==> config.mk <==
export PLATFORM = sky130hd
export DESIGN_NAME = multicycle_ctrl
export DESIGN_NICKNAME = d
export VERILOG_FILES = /design/src/rtl/multicycle_ctrl_pkg.sv /design/src/rtl/multicycle_ctrl_mem_wait_timer.sv /design/src/rtl/multicycle_ctrl.sv
export SDC_FILE = /design/constraint.sdc
export NUM_CORES = 1
export LEC_CHECK = 0
export CAP_MARGIN = 20
export CORE_MARGIN = 10
export CORE_UTILIZATION = 25
export DETAILED_ROUTE_END_ITERATION = 7
export MAX_ROUTING_LAYER = met4
export PLACE_DENSITY = 0.47
export SETUP_SLACK_MARGIN = 0.2
export SLEW_MARGIN = 20
export SYNTH_ARGS = -nofsm -noshare
export SYNTH_HDL_FRONTEND = slang
export SYNTH_HIERARCHICAL = 1
export SYNTH_SLANG_ARGS = --single-unit
export TNS_END_PERCENT = 1
==> constraint.sdc <==
create_clock -name CLK_I -period 1.8 [get_ports CLK_I]
set_clock_uncertainty 0.05 [all_clocks]
set_input_delay 0.18 -clock CLK_I [delete_from_list [all_inputs] [get_ports CLK_I]]
set_output_delay 0.18 -clock CLK_I [all_outputs]
set_load 0.1 [all_outputs]
==> src/rtl/multicycle_ctrl_pkg.sv <==
// Shared encodings for the multicycle controller and its datapath:
// FSM states, opcodes, ALU operation codes and PC source select codes.
package multicycle_ctrl_pkg;

  typedef logic [2:0] state_t;

  localparam state_t S_FETCH  = 3'd0;
  localparam state_t S_DECODE = 3'd1;
  localparam state_t S_EXEC   = 3'd2;
  localparam state_t S_MEM    = 3'd3;
  localparam state_t S_WB     = 3'd4;
  localparam state_t S_HALT   = 3'd5;

  localparam logic [3:0] OP_ADD  = 4'h0;
  localparam logic [3:0] OP_SUB  = 4'h1;
  localparam logic [3:0] OP_AND  = 4'h2;
  localparam logic [3:0] OP_OR   = 4'h3;
  localparam logic [3:0] OP_ADDI = 4'h4;
  localparam logic [3:0] OP_LW   = 4'h5;
  localparam logic [3:0] OP_SW   = 4'h6;
  localparam logic [3:0] OP_BEQ  = 4'h7;
  localparam logic [3:0] OP_J    = 4'h8;
  localparam logic [3:0] OP_HALT = 4'hF;

  localparam logic [2:0] ALU_ADD = 3'd0;
  localparam logic [2:0] ALU_SUB = 3'd1;
  localparam logic [2:0] ALU_AND = 3'd2;
  localparam logic [2:0] ALU_OR  = 3'd3;

  localparam logic [1:0] PC_INC    = 2'd0;
  localparam logic [1:0] PC_BRANCH = 2'd1;
  localparam logic [1:0] PC_JUMP   = 2'd2;

  // Opcodes 9..E carry no operation.
  function automatic logic op_is_nop(input logic [3:0] op);
    return (op > OP_J) && (op != OP_HALT);
  endfunction

endpackage

==> src/rtl/multicycle_ctrl_mem_wait_timer.sv <==
// Counts cycles a memory request has been pending; expired_o flags the
// last allowed wait cycle so the FSM can fault out on the following edge.
module mem_wait_timer #(
  parameter int unsigned TIMEOUT = 15
) (
  input  logic clk_i,
  input  logic rst_ni,
  input  logic clear_i,
  input  logic enable_i,
  output logic expired_o
);

  localparam int unsigned W     = (TIMEOUT < 2) ? 1 : $clog2(TIMEOUT);
  localparam int unsigned LIMIT = (TIMEOUT == 0) ? 0 : TIMEOUT - 1;

  logic [W-1:0] cnt_q, cnt_d;

  assign expired_o = (cnt_q == W'(LIMIT));

  always_comb begin
    cnt_d = cnt_q;
    if (clear_i) begin
      cnt_d = '0;
    end else if (enable_i && !expired_o) begin
      cnt_d = cnt_q + W'(1);
    end
  end

  always_ff @(posedge clk_i or negedge rst_ni) begin
    if (!rst_ni) begin
      cnt_q <= '0;
    end else begin
      cnt_q <= cnt_d;
    end
  end

endmodule

==> src/rtl/multicycle_ctrl.sv <==
// Control FSM for a small multicycle CPU: sequences fetch, decode, execute,
// memory and write-back, with a memory-wait timeout that parks in HALT.
module multicycle_ctrl
  import multicycle_ctrl_pkg::*;
#(
  parameter int unsigned MEM_TIMEOUT = 15
) (
  input  logic       CLK_I,
  input  logic       RSTN_I,
  input  logic [3:0] OPCODE_I,
  input  logic       ZERO_I,
  input  logic       MEM_READY_I,
  output logic       PC_WE_O,
  output logic       IR_WE_O,
  output logic       MEM_RD_O,
  output logic       MEM_WR_O,
  output logic       IMM_SEL_O,
  output logic [2:0] ALU_OP_O,
  output logic [1:0] PC_SRC_O,
  output logic       REG_WE_O,
  output logic       HALT_O,
  output logic       FAULT_O,
  output logic [2:0] STATE_O
);

  state_t     state_q, state_d;
  logic [3:0] opc_q, opc_d;
  logic       fault_q, fault_d;
  logic       run_q;
  logic       mem_req, expired, timer_clr;

  // run_q holds FETCH quiet for the cycle in which reset is released.
  assign mem_req   = ((state_q == S_FETCH) && run_q) || (state_q == S_MEM);
  assign timer_clr = MEM_READY_I || (state_d != state_q);

  mem_wait_timer #(
    .TIMEOUT (MEM_TIMEOUT)
  ) u_wait (
    .clk_i     (CLK_I),
    .rst_ni    (RSTN_I),
    .clear_i   (timer_clr),
    .enable_i  (mem_req),
    .expired_o (expired)
  );

  always_comb begin
    PC_WE_O   = 1'b0;
    IR_WE_O   = 1'b0;
    MEM_RD_O  = 1'b0;
    MEM_WR_O  = 1'b0;
    IMM_SEL_O = 1'b0;
    ALU_OP_O  = ALU_ADD;
    PC_SRC_O  = PC_INC;
    REG_WE_O  = 1'b0;
    HALT_O    = 1'b0;
    case (state_q)
      S_FETCH: begin
        if (run_q) begin
          MEM_RD_O = 1'b1;
          IR_WE_O  = MEM_READY_I;
          PC_WE_O  = MEM_READY_I;
        end
      end
      S_EXEC: begin
        case (opc_q)
          OP_ADD, OP_SUB, OP_AND, OP_OR: ALU_OP_O = opc_q[2:0];
          OP_ADDI, OP_LW, OP_SW:         IMM_SEL_O = 1'b1;
          OP_BEQ: begin
            ALU_OP_O = ALU_SUB;
            PC_SRC_O = PC_BRANCH;
            PC_WE_O  = ZERO_I;
          end
          OP_J: begin
            PC_SRC_O = PC_JUMP;
            PC_WE_O  = 1'b1;
          end
          default: ;
        endcase
      end
      S_MEM: begin
        MEM_RD_O = (opc_q == OP_LW);
        MEM_WR_O = (opc_q == OP_SW);
      end
      S_WB:    REG_WE_O = 1'b1;
      S_HALT:  HALT_O   = 1'b1;
      default: ;
    endcase
  end

  assign FAULT_O = fault_q;
  assign STATE_O = state_q;

  always_comb begin
    state_d = state_q;
    opc_d   = opc_q;
    fault_d = fault_q;
    case (state_q)
      S_FETCH: begin
        if (run_q) begin
          if (MEM_READY_I) begin
            state_d = S_DECODE;
          end else if (expired) begin
            state_d = S_HALT;
            fault_d = 1'b1;
          end
        end
      end
      S_DECODE: begin
        opc_d = OPCODE_I;
        if (OPCODE_I == OP_HALT) begin
          state_d = S_HALT;
        end else if (op_is_nop(OPCODE_I)) begin
          state_d = S_FETCH;
        end else begin
          state_d = S_EXEC;
        end
      end
      S_EXEC: begin
        case (opc_q)
          OP_ADD, OP_SUB, OP_AND, OP_OR, OP_ADDI: state_d = S_WB;
          OP_LW, OP_SW:                           state_d = S_MEM;
          default:                                state_d = S_FETCH;
        endcase
      end
      S_MEM: begin
        if (MEM_READY_I) begin
          state_d = (opc_q == OP_LW) ? S_WB : S_FETCH;
        end else if (expired) begin
          state_d = S_HALT;
          fault_d = 1'b1;
        end
      end
      S_WB:    state_d = S_FETCH;
      S_HALT:  state_d = S_HALT;
      default: state_d = S_FETCH;
    endcase
  end

  always_ff @(posedge CLK_I or negedge RSTN_I) begin
    if (!RSTN_I) begin
      state_q <= S_FETCH;
      opc_q   <= '0;
      fault_q <= 1'b0;
      run_q   <= 1'b0;
    end else begin
      state_q <= state_d;
      opc_q   <= opc_d;
      fault_q <= fault_d;
      run_q   <= 1'b1;
    end
  end

endmodule

==> metrics.txt <==
# TYPE chip_impl_metric gauge
chip_impl_info{name="outcome",value="finished with violations"} 1
chip_impl_info{name="failed_checks",value="negative setup slack"} 1
chip_impl_metric{name="pwr-share-comb",unit="%"} 72.2
chip_impl_metric{name="place_worst_setup_slack",unit="ns"} -0.0895
chip_impl_metric{name="max_rail_drop_vdd",unit="uV"} 787
chip_impl_metric{name="gp_routability_congestion",unit=""} 0.797
chip_impl_metric{name="setup_slack",unit="ns"} -0.143
chip_impl_metric{name="synth_fa_ha_area_share",unit="%"} 2.80
chip_impl_metric{name="core_area",unit="sq mm"} 0.00339
chip_impl_metric{name="sequential_cell_area",unit="sq um"} 337
chip_impl_metric{name="pwr-share-clk",unit="%"} 7.0
chip_impl_metric{name="critical_path_peak_fanout",unit=""} 9
chip_impl_metric{name="drt-initial-drc-count",unit=""} 26
chip_impl_metric{name="placed_cells",unit=""} 186
chip_impl_metric{name="setup_tns",unit="ns"} -0.679
chip_impl_metric{name="postSynthNetCount",unit=""} 113
chip_impl_metric{name="synth_seq_area_share",unit="%"} 36.4
chip_impl_metric{name="detail_route.first_pass.iterations",unit=""} 4
chip_impl_metric{name="buffer_ports.inserted",unit=""} 22
chip_impl_metric{name="insertedDiodeCount",unit=""} 0
chip_impl_metric{name="ctsHtreeMaxLevel",unit=""} 1
chip_impl_metric{name="cts.sink_count",unit=""} 13
chip_impl_metric{name="finalSetupViolations",unit=""} 9
chip_impl_metric{name="worst-endpoint-arrival",unit="ns"} 1.71
chip_impl_metric{name="die_width",unit="um"} 79.8
chip_impl_metric{name="synthXorXnorAreaFrac",unit="%"} 0.979
chip_impl_metric{name="clk_transition_reported_paths",unit="ns"} 0.08
chip_impl_metric{name="synth_cell_types",unit=""} 38
chip_impl_metric{name="power.leakage",unit="nW"} 0.693
chip_impl_metric{name="final_min_period_over_clock_period",unit="%"} 108
chip_impl_metric{name="routed_wl",unit="mm"} 2.70
chip_impl_metric{name="syn_area_per_cell",unit="sq um"} 8.69
chip_impl_metric{name="antenna_left",unit=""} 0
chip_impl_metric{name="wl_per_cell",unit="um"} 13.9
chip_impl_metric{name="synth_enable_flop_cells",unit=""} 0
chip_impl_metric{name="max_freq",unit="MHz"} 515
chip_impl_metric{name="placedInstanceArea",unit="sq mm"} 0.00152
chip_impl_metric{name="fin_nets",unit=""} 159
chip_impl_metric{name="synthMuxAreaShare",unit="%"} 5.03
chip_impl_metric{name="drc",unit=""} 0
chip_impl_metric{name="fin_cells",unit=""} 194
chip_impl_metric{name="route.detailed.vias_per_inst",unit=""} 4.70
chip_impl_info{name="path_class",value="register to output port"} 1
chip_impl_metric{name="number_of_cells_produced_by_synthesis",unit=""} 103
chip_impl_metric{name="ys.warnings.count",unit=""} 6
chip_impl_metric{name="multi_input_area",unit="sq um"} 643
chip_impl_metric{name="synth_compound_gate_area_share",unit="%"} 16.2
chip_impl_metric{name="p_per_area",unit="mW/mm^2"} 1590
chip_impl_metric{name="finalHoldWorstSlack",unit="ns"} 0.151
chip_impl_info{name="grt_setup_unrepaired",value="yes"} 1
chip_impl_info{name="synth_top_family_by_area",value="simple AND/OR/NAND/NOR gates"} 1
chip_impl_metric{name="power.net_switching",unit="mW"} 1.29
chip_impl_info{name="synth_top_flop_cell",value="sky130_fd_sc_hd__dfrtp_1"} 1
chip_impl_info{name="cts_tree",value="yes"} 1
chip_impl_metric{name="grt_first_pass_wirelength",unit="mm"} 4.58
chip_impl_metric{name="final_slew_viol_count",unit=""} 0
chip_impl_metric{name="number_of_buffers_created_by_cts",unit=""} 3
chip_impl_metric{name="globalRoute.totalOverflow",unit=""} 0
chip_impl_metric{name="nFillCells",unit=""} 319
chip_impl_metric{name="timing.final.hold_violations",unit=""} 0
chip_impl_metric{name="worstSkewPairLatency",unit="ns"} 0.27
chip_impl_metric{name="finalCriticalPeriod",unit="ns"} 1.94
chip_impl_metric{name="post_synth_instance_area",unit="sq um"} 895
chip_impl_metric{name="area_growth",unit="%"} 82.2
chip_impl_metric{name="cell_internal_power_dissipation",unit="mW"} 1.30
chip_impl_metric{name="max-cap-violations",unit=""} 0
chip_impl_info{name="setup.worst_path.start_class",value="register"} 1
chip_impl_info{name="holdCritPathClass",value="primary input to async pin"} 1
chip_impl_metric{name="first_global_vias",unit=""} 947
chip_impl_metric{name="post_route_cells_drive_above_1_share",unit="%"} 54.1
chip_impl_info{name="clk_root_buffer_cell",value="sky130_fd_sc_hd__clkbuf_4"} 1
chip_impl_metric{name="post-synth-top-area-fraction",unit="%"} 36.4
chip_impl_metric{name="count_of_hold_buffers_inserted_by_post_cts_repair",unit=""} 0
chip_impl_metric{name="initial_core_util",unit="%"} 26.4
chip_impl_metric{name="num_rows",unit=""} 21
chip_impl_metric{name="yosys_register_bits",unit=""} 13
chip_impl_metric{name="synth-async-reset-ratio",unit="%"} 100
chip_impl_metric{name="switching_share",unit="%"} 49.7
chip_impl_metric{name="die_h",unit="um"} 79.8
chip_impl_metric{name="worst-endpoint-required",unit="ns"} 1.57
chip_impl_metric{name="hpwl_detailed",unit="mm"} 2.12
chip_impl_info{name="synth_top_cells_by_area",value="sky130_fd_sc_hd__dfrtp_1 36%, sky130_fd_sc_hd__mux2_2 5.0%, sky130_fd_sc_hd__nor2_1 4.6%"} 1
chip_impl_metric{name="power.sequential.fraction",unit="%"} 20.8
chip_impl_metric{name="global_route.usage.total",unit="%"} 8.98
chip_impl_info{name="endpoint_kind",value="output port"} 1
chip_impl_metric{name="post_synth_and_or_nand_nor_area_fraction",unit="%"} 32.2
chip_impl_metric{name="grt_antenna_before_repair",unit=""} 0
chip_impl_metric{name="design.die.area",unit="sq mm"} 0.00637
chip_impl_metric{name="grt_start_max_net_pins",unit=""} 14
chip_impl_metric{name="cts-root-to-sink-buffers",unit=""} 2
chip_impl_info{name="synth.largest_area_cell",value="sky130_fd_sc_hd__dfrtp_1"} 1
chip_impl_metric{name="postLayoutCellArea",unit="sq mm"} 0.00163
chip_impl_metric{name="detailroute.via_count",unit=""} 911
chip_impl_metric{name="design.portCount",unit=""} 24
## cells in the mapped netlist (2+ instances only)
library cell               count
sky130_fd_sc_hd__dfrtp_1      13
sky130_fd_sc_hd__nor3_1        2
sky130_fd_sc_hd__nand3_1       4
sky130_fd_sc_hd__nor2_1       11
sky130_fd_sc_hd__nand2_1       7
sky130_fd_sc_hd__ha_1          2
sky130_fd_sc_hd__mux2_2        4
sky130_fd_sc_hd__a211o_1       2
sky130_fd_sc_hd__inv_1         2
sky130_fd_sc_hd__or3_1         3
sky130_fd_sc_hd__nand2b_1      3
sky130_fd_sc_hd__conb_1        2
sky130_fd_sc_hd__nor2b_1       2
sky130_fd_sc_hd__a21oi_1       7
sky130_fd_sc_hd__inv_2         2
sky130_fd_sc_hd__buf_4         2
sky130_fd_sc_hd__clkbuf_2      2
sky130_fd_sc_hd__o21ai_0       7
sky130_fd_sc_hd__and2_1        2
sky130_fd_sc_hd__and3b_1       2
sky130_fd_sc_hd__nand3b_1      2
sky130_fd_sc_hd__buf_2         2
sky130_fd_sc_hd__nor3b_1       3
## per-layer routing
layer / part of all wire [%] / global-route usage, % / vias to the layer above
met5: 0 / - / -
met4: 0.48 / 1.58 / 0
met3: 3.9 / 2.59 / 2
met2: 52 / 15.0 / 17
met1: 44 / 10.5 / 440
li1: - / - / 452
## critical path: stages, from the launching register on
cell,delay (ns)
sky130_fd_sc_hd__dfrtp_4,0.53
sky130_fd_sc_hd__and3b_2,0.24
sky130_fd_sc_hd__nand2_2,0.11
sky130_fd_sc_hd__nor2_4,0.05
sky130_fd_sc_hd__a211o_4,0.34
sky130_fd_sc_hd__buf_12,0.17
## final timing paths
path / start / to / slack [ns] / depth (start not counted)
worst max register to register: STATE_O[0] / u_wait/cnt_q[3] / -0.10 / 8
worst max-delay path: STATE_O[1] / PC_WE_O / -0.14 / 5
worst min-delay path: RSTN_I / u_wait/cnt_q[2] / 0.15 / 2
max in group asynchronous: RSTN_I / STATE_O[1] / 1.36 / 2
min in group CLK_I: FAULT_O / FAULT_O / 0.42 / 1
worst min register to register: FAULT_O / FAULT_O / 0.42 / 1
## layout make-up
type / instances / area share, %
tap: 46 / 3.53
inverter: 4 / 1.07
sequential: 13 / 20.6
clock buffer: 4 / 1.61
multi-input combinational: 80 / 39.4
timing repair buffer: 47 / 33.7
## logic make-up after synthesis
logic type | after synthesis
compound gates | 23
buf+inv | 10
simple gates | 48
flops | 13
fa+ha+maj | 2
mux | 4
other cells | 2
xor+xnor | 1
## cell usage in the layout (no fill, tap or decap), drive strengths merged, types with 4 or more instances in the layout
master         count
a21oi              7
mux2               4
o21ai              8
inv                4
nand3              5
buf               40
nor3b              4
dfrtp             13
clkdlybuf4s50      7
nand2              7
clkbuf             4
nor2              11
## power groups by stage
stage | sequential (mW) | combinational (mW) | clock [mW]
final | 0.538 | 1.87 | 0.182
after global routing | 0.557 | 1.99 | 0.209
after CTS | 0.515 | 1.85 | 0.191
after detailed placement | 0.528 | 1.74 | 0
after global placement | 0.523 | 1.72 | 0
after floorplan | 0.677 | 0.969 | 0
## per-stage QoR
stage / power (mW) / utilization [%]
5_1_grt: 2.75 / 48.1
4_1_cts: 2.55 / 46.9
3_3_place_gp: 2.25 / 44.7
2_1_floorplan: 1.65 / -
6_report: 2.59 / 48.1
3_5_place_dp: 2.27 / 44.7
## state kept, by name (all words and copies together), names as in the netlist
name          flops
opc_q             4
u_wait/cnt_q      4
STATE_O           3
FAULT_O           1
run_q             1
## timing repair
item,4_1_cts,5_1_grt
cloned,0,0
setup buffers,4,0
hold endpoints to repair,0,0
gates resized for setup,5,14
pin swaps,5,9
setup endpoints to repair,15,17
Note: power is estimated with default switching activity, not from simulation.
